**src/rtl/cla_pkg.sv**
```systemverilog
// rtl/cla_pkg.sv - shared FSM encoding and counter-width helper for cla_seq_adder
//
// Purpose : state type used by the controller, plus the index-counter width helper.
// Contents: state_t (S_IDLE=0, S_RUN=1, S_DONE=2; 2'd3 is illegal and decodes as IDLE),
//           idx_width(n) = ceil(log2(n)), never less than 1.
package cla_pkg;

    typedef enum logic [1:0] {
        S_IDLE = 2'd0,
        S_RUN  = 2'd1,
        S_DONE = 2'd2
    } state_t;

    // Counter width for n chunks; a single-chunk adder still gets a 1-bit index.
    function automatic int idx_width(input int n);
        int w;
        w = 1;
        while ((1 << w) < n) begin
            w = w + 1;
        end
        return w;
    endfunction

endpackage

```
**src/rtl/cla_chunk_add.sv**
```systemverilog
// rtl/cla_chunk_add.sv - combinational CHUNK-bit carry-lookahead slice
//
// Purpose : CHUNK-bit adder built from 4-bit generate/propagate lookahead groups,
//           with the group carries rippled from one group to the next.
// Ports   : a, b  [CHUNK-1:0] addends
//           cin   carry into bit 0
//           sum   [CHUNK-1:0] a + b + cin (modulo 2^CHUNK)
//           cout  carry out of bit CHUNK-1
module cla_chunk_add
    import cla_pkg::*;
#(
    parameter int CHUNK = 8
) (
    input  logic [CHUNK-1:0] a,
    input  logic [CHUNK-1:0] b,
    input  logic             cin,
    output logic [CHUNK-1:0] sum,
    output logic             cout
);

    localparam int NG = CHUNK / 4;

    // w_gc[g] is the carry entering group g.
    logic [NG:0] w_gc;

    assign w_gc[0] = cin;

    for (genvar gi = 0; gi < NG; gi++) begin : g_grp
        logic [3:0] w_p;
        logic [3:0] w_g;
        logic [4:0] w_c;

        assign w_p = a[gi*4 +: 4] ^ b[gi*4 +: 4];
        assign w_g = a[gi*4 +: 4] & b[gi*4 +: 4];

        // Every carry inside the group is a flat two-level function of the
        // group's generate/propagate bits and the incoming group carry.
        assign w_c[0] = w_gc[gi];
        assign w_c[1] = w_g[0] | (w_p[0] & w_c[0]);
        assign w_c[2] = w_g[1] | (w_p[1] & w_g[0]) | (w_p[1] & w_p[0] & w_c[0]);
        assign w_c[3] = w_g[2] | (w_p[2] & w_g[1]) | (w_p[2] & w_p[1] & w_g[0])
                      | (w_p[2] & w_p[1] & w_p[0] & w_c[0]);
        assign w_c[4] = w_g[3] | (w_p[3] & w_g[2]) | (w_p[3] & w_p[2] & w_g[1])
                      | (w_p[3] & w_p[2] & w_p[1] & w_g[0])
                      | (w_p[3] & w_p[2] & w_p[1] & w_p[0] & w_c[0]);

        assign sum[gi*4 +: 4] = w_p ^ w_c[3:0];
        assign w_gc[gi+1]     = w_c[4];
    end

    assign cout = w_gc[NG];

endmodule

```
**src/rtl/cla_seq_adder.sv**
```systemverilog
// rtl/cla_seq_adder.sv - multi-cycle adder/subtractor reusing one CHUNK-wide lookahead slice
//
// Purpose : computes a+b+cin or a-b, CHUNK bits per clock, with a registered carry
//           between chunks and valid/ready handshakes on both sides.
// Ports   : clk, rst (async, active high)
//           in_valid/in_ready, a, b, cin, sub      operand side (in_ready only in IDLE)
//           out_valid/out_ready, sum, cout, overflow  result side (all registered)
module cla_seq_adder
    import cla_pkg::*;
#(
    parameter int WIDTH = 32,
    parameter int CHUNK = 8
) (
    input  logic             clk,
    input  logic             rst,
    input  logic             in_valid,
    output logic             in_ready,
    input  logic [WIDTH-1:0] a,
    input  logic [WIDTH-1:0] b,
    input  logic             cin,
    input  logic             sub,
    output logic             out_valid,
    input  logic             out_ready,
    output logic [WIDTH-1:0] sum,
    output logic             cout,
    output logic             overflow
);

    localparam int NCHUNK = WIDTH / CHUNK;
    localparam int IW     = idx_width(NCHUNK);
    localparam logic [IW-1:0] LAST_IDX = IW'(NCHUNK - 1);

    state_t           r_state;
    logic [IW-1:0]    r_idx;
    logic [WIDTH-1:0] r_op_a;
    logic [WIDTH-1:0] r_op_b;
    logic             r_carry;
    logic [WIDTH-1:0] r_sum;
    logic             r_cout;
    logic             r_overflow;
    logic             r_out_valid;

    logic [CHUNK-1:0] w_chunk_a;
    logic [CHUNK-1:0] w_chunk_b;
    logic [CHUNK-1:0] w_chunk_sum;
    logic             w_chunk_cout;
    logic             w_carry_into_msb;
    logic             w_idle;

    // The unused encoding 2'd3 behaves exactly like IDLE.
    assign w_idle   = (r_state != S_RUN) && (r_state != S_DONE);
    assign in_ready = w_idle;

    assign w_chunk_a = r_op_a[int'(r_idx) * CHUNK +: CHUNK];
    assign w_chunk_b = r_op_b[int'(r_idx) * CHUNK +: CHUNK];

    cla_chunk_add #(
        .CHUNK (CHUNK)
    ) u_slice (
        .a    (w_chunk_a),
        .b    (w_chunk_b),
        .cin  (r_carry),
        .sum  (w_chunk_sum),
        .cout (w_chunk_cout)
    );

    // Recover the carry into the MSB from the MSB's own sum bit; only
    // meaningful while the final chunk is in the slice.
    assign w_carry_into_msb = r_op_a[WIDTH-1] ^ r_op_b[WIDTH-1] ^ w_chunk_sum[CHUNK-1];

    always_ff @(posedge clk or posedge rst) begin
        if (rst) begin
            r_state     <= S_IDLE;
            r_idx       <= '0;
            r_op_a      <= '0;
            r_op_b      <= '0;
            r_carry     <= 1'b0;
            r_sum       <= '0;
            r_cout      <= 1'b0;
            r_overflow  <= 1'b0;
            r_out_valid <= 1'b0;
        end else begin
            case (r_state)
                S_RUN: begin
                    r_sum[int'(r_idx) * CHUNK +: CHUNK] <= w_chunk_sum;
                    r_carry <= w_chunk_cout;
                    if (r_idx == LAST_IDX) begin
                        r_cout      <= w_chunk_cout;
                        r_overflow  <= w_carry_into_msb ^ w_chunk_cout;
                        r_out_valid <= 1'b1;
                        r_state     <= S_DONE;
                    end else begin
                        r_idx <= r_idx + 1'b1;
                    end
                end
                S_DONE: begin
                    if (out_ready) begin
                        r_out_valid <= 1'b0;
                        r_state     <= S_IDLE;
                    end
                end
                default: begin
                    if (in_valid) begin
                        // Subtraction is a + ~b + 1.
                        r_op_a  <= a;
                        r_op_b  <= sub ? ~b : b;
                        r_carry <= sub ? 1'b1 : cin;
                        r_idx   <= '0;
                        r_sum   <= '0;
                        r_state <= S_RUN;
                    end
                end
            endcase
        end
    end

    assign out_valid = r_out_valid;
    assign sum       = r_sum;
    assign cout      = r_cout;
    assign overflow  = r_overflow;

endmodule

```
**config.mk**
```make
export PLATFORM = sky130hd
export DESIGN_NAME = cla_seq_adder
export DESIGN_NICKNAME = d
export VERILOG_FILES = /design/src/rtl/cla_pkg.sv /design/src/rtl/cla_chunk_add.sv /design/src/rtl/cla_seq_adder.sv
export SDC_FILE = /design/constraint.sdc
export NUM_CORES = 1
export LEC_CHECK = 0
export ABC_AREA = 1
export BUFFER_PORTS_ARGS = -buffer_cell sky130_fd_sc_hd__buf_2
export CORE_ASPECT_RATIO = 1.4
export CORE_UTILIZATION = 25
export CTS_CLUSTER_SIZE = 25
export DETAILED_ROUTE_END_ITERATION = 8
export PLACE_DENSITY = 0.5
export SYNTH_ARGS = -nofsm -noshare
export SYNTH_HDL_FRONTEND = slang
export SYNTH_SLANG_ARGS = --single-unit
```
**constraint.sdc**
```tcl
create_clock -name clk -period 4.11 [get_ports clk]
set_clock_uncertainty 0.15 [all_clocks]
set_input_delay 0 -clock clk [delete_from_list [all_inputs] [get_ports clk]]
set_output_delay 0 -clock clk [all_outputs]
set_load 0.01 [all_outputs]
```
==> summary.txt <==
Status
  – Result of the run: finished clean

STA
  – Minimum clock period after layout: 3.27 ns
  – Unrepaired setup endpoints after global routing: false
  – Relative slew slack: 0.340
  – Pins Over Slew Limit: 0
  – Worst Max-Slew Pin Slew: 0.990 ns
  – Fin crit share: 0.796
  – Sum Neg Setup Slack: 0 ns
  – Final setup margin: 0.837 ns
  – Final hold viol count: 0
  – Setup-violating endpoint count in the final report: 0
  – Maximum clock frequency: 0.306 GHz

Pwr
  – Comb power frac: 0.494
  – Proportion of total power due to net switching: 0.427
  – Clock group share of total power: 0.174
  – Largest vdd supply drop: 0.315 mV
  – Total power divided by cell area: 741 mW/mm²
  – Internal power of the cells: 2.92 mW
  – Sequential share of power: 0.332
  – Net switching power: 2.18 mW
  – Pleak: 3.23 nW

Critical path
  – Depth of the worst register-to-register path: 12
  – CP arrival: 3.37 ns
  – Flop2flop setup slack: 0.84 ns
  – Stage delay of the slowest cell on the critical path: 0.59 ns
  – Cell seen most often among critical-path stages: sky130_fd_sc_hd__nand2_1
  – Data required time of the worst path: 4.21 ns
  – Critical-path top delay cell: sky130_fd_sc_hd__dfrtp_1
  – Capturing element type of the critical path: flop
  – Startpoint type of the worst setup path: flop
  – Largest driver fanout on the critical path: 19
  – Cell Chain, Critical Path: inv_1 -> o21ai_0 -> o22ai_1 -> ha_1 -> nand2_1 -> nand2_1 -> nand3_1 -> nand2_1 -> fa_1 -> xnor2_1 -> nor2_1 -> a22o_1
  – WS Path Type: flop to flop

Clock tree
  – Buffers from clock root to sink, at most: 2
  – Clock root buffer: sky130_fd_sc_hd__clkbuf_16
  – Total number of H-tree levels: 3
  – Post-CTS resize count: 0
  – Number of buffers inserted to repair setup after CTS: 0
  – Clock buffers created by TritonCTS: 9
  – TritonCTS clock tree: done
  – Worst skew pair latency: 0.36 ns
  – Clock-pin transition on the worst setup and hold timing paths: 0.07 ns
  – Number of clock sinks: 104
  – Quantity of hold-fixing buffers added after cts: 67

Floorplanning
  – Count of boundary I/O pins: 106
  – Chip Height: 171 µm
  – Starting Density: 0.256
  – Full die area: 0.0210 mm²
  – Overall die width: 123 µm
  – Std-Cell Rows: 61
  – Total core area: 0.0199 mm²

Routing
  – Detailed router's first-iteration violation count: 135
  – Detailed-route wire length per cell: 15.0 µm
  – Initial DRT Pass Iterations: 4
  – Wire length reported by the detailed router: 14200 µm
  – Wire length on met3: 481 µm
  – Routed met1 length: 6210 µm
  – Via Count: 4254
  – DR vias/cell: 4.47
  – Number of nets still failing antenna checks after routing: 0
  – Highest layer used for signal routing: met4
  – Wire length on met2: 7210 µm
  – Number of remaining DRC errors: 0

Synthesis
  – Register bit count reported by yosys: 104
  – Synthesized area divided by synthesized cell count: 9.64 µm²
  – Synthesized area: 0.00510 mm²
  – Number of warning messages in the yosys log: 0
  – Sequential fraction of the synthesis area: 0.510
  – Post-synthesis instance total: 529
  – Number of unique standard cell types used by synthesis: 34
  – Nets in the synthesized netlist: 615

Cells and area
  – Most frequent standard cell in the layout excluding fill and tap cells: sky130_fd_sc_hd__buf_2
  – Most frequent cells in the layout: sky130_fd_sc_hd__buf_2 (105), sky130_fd_sc_hd__dfrtp_1 (104), sky130_fd_sc_hd__nand2_1 (96)
  – Area of the multi-input gates: 0.00230 mm²
  – Sequential standard cell area: 0.00260 mm²
  – Layout cell share with drive strength beyond 1: 0.247
  – Filler Cell Count: 2078
  – Layout-stage area growth over the synthesis result: 34.8%
  – Antenna cell count: 0
  – # nets final: 781

Place
  – Final weighted congestion of routability-driven global placement: 0.775
  – Setup slack at placement: 0.827 ns
  – HPWL reported at the end of detailed placement: 10500 µm
  – Number of port buffers: 105

Global route
  – Congestion Overflow GR: 0
  – Global-route wire length before repair: 22700 µm
  – Via count of the first global-routing pass: 4332
  – GRT Util Overall: 0.144
  – Pin count of the biggest net entering global routing: 72
  – Number of antenna violations at the first check in global routing: 0

Run
  – Max-cap check violation count: 0

Min path
  – Worst hold path class: input pin to flop
  – Hold path cells: 6
## registers in the layout, summed over array words and instances (netlist names)
register   count
r_op_a        32
r_op_b        32
sum           32
r_idx          2
r_state        2
cout           1
out_valid      1
overflow       1
r_carry        1
## critical path, delay by kind of cell, from the launching register on
kind            cells  cell delay [ns]
compound gates      3             0.62
xor+xnor            1             0.24
fa+ha+maj           2             0.68
buf+inv             1             0.51
flops               1             0.59
simple gates        5             0.38
## logic make-up after synthesis
family | Yosys count | share of synthesized area
simple gates | 167 | 0.137
compound gates | 121 | 0.136
flops | 104 | 0.510
buf+inv | 52 | 0.0400
xor+xnor | 37 | 0.0636
mux | 32 | 0.0707
fa+ha+maj | 16 | 0.0422
## layout make-up
cell class,instances,share of cell area
Tap cell,252,0.0459
Clock inverter,7,0.0116
Multi-Input combinational cell,373,0.334
Clock buffer,9,0.0328
Sequential cell,104,0.379
Timing Repair Buffer,178,0.181
Inverter,29,0.0162
## power by group through the flow
stage	logic, mW	registers (mW)	clock network, mW
6_report	2.52	1.69	0.889
4_1_cts	2.55	1.70	0.918
5_1_grt	2.89	1.73	0.955
3_5_place_dp	2.49	1.72	0
3_3_place_gp	2.47	1.72	0
2_1_floorplan	1.90	1.59	0
## cells in the mapped netlist (all sizes together)
master	instances	area (µm²)
nand4	2	12.5
o31ai	2	15.0
ha	14	175
nor2	51	218
mux2	32	360
and2	2	12.5
nand2	97	364
a21o	2	15.0
xnor2	37	324
fa	2	40.0
nor4	1	21.3
clkbuf	15	56.3
a32o	2	20.0
nand3	12	60.1
clkinv	2	7.51
a21oi	5	28.8
inv	27	101
dfrtp	104	2600
a31oi	1	6.26
or2	1	6.26
a22o	7	61.3
o22ai	17	106
o21ai	85	440
nor3	1	5.00
buf	8	38.8
## per-stage QoR
stage	hold slack, ns	instances	util	area, µm²	power [mW]
after floorplan	0.000521	529	-	5100	3.49
after global placement	0.0854	869	0.296	5900	4.19
after CTS	0.0583	952	0.345	6880	5.16
after detailed placement	0.0850	869	0.296	5900	4.21
after global routing	0.143	952	0.345	6880	5.57
final	0.0701	952	0.345	6880	5.10
## path summary, 6_finish.rpt
check / end / start
hold / removal: r_carry$_DFFE_PP0P_ / in_valid
min in group asynchronous: r_op_a[30]$_DFFE_PP0P_ / rst
setup reg to reg: sum[21]$_DFFE_PP0P_ / r_idx[1]$_DFFE_PP0P_
max in group asynchronous: r_op_b[3]$_DFFE_PP0P_ / rst
hold reg to reg: sum[11]$_DFFE_PP0P_ / sum[11]$_DFFE_PP0P_
setup / recovery: sum[21]$_DFFE_PP0P_ / r_idx[1]$_DFFE_PP0P_
## routing by layer
| metal | vias up | global-route usage |
|---|---|---|
| met5 | - | 0 |
| met4 | 0 | 0.0631 |
| met3 | 23 | 0.0253 |
| met2 | 94 | 0.250 |
| met1 | 2031 | 0.173 |
| li1 | 2106 | - |
Power figures use the tool's default switching activity.
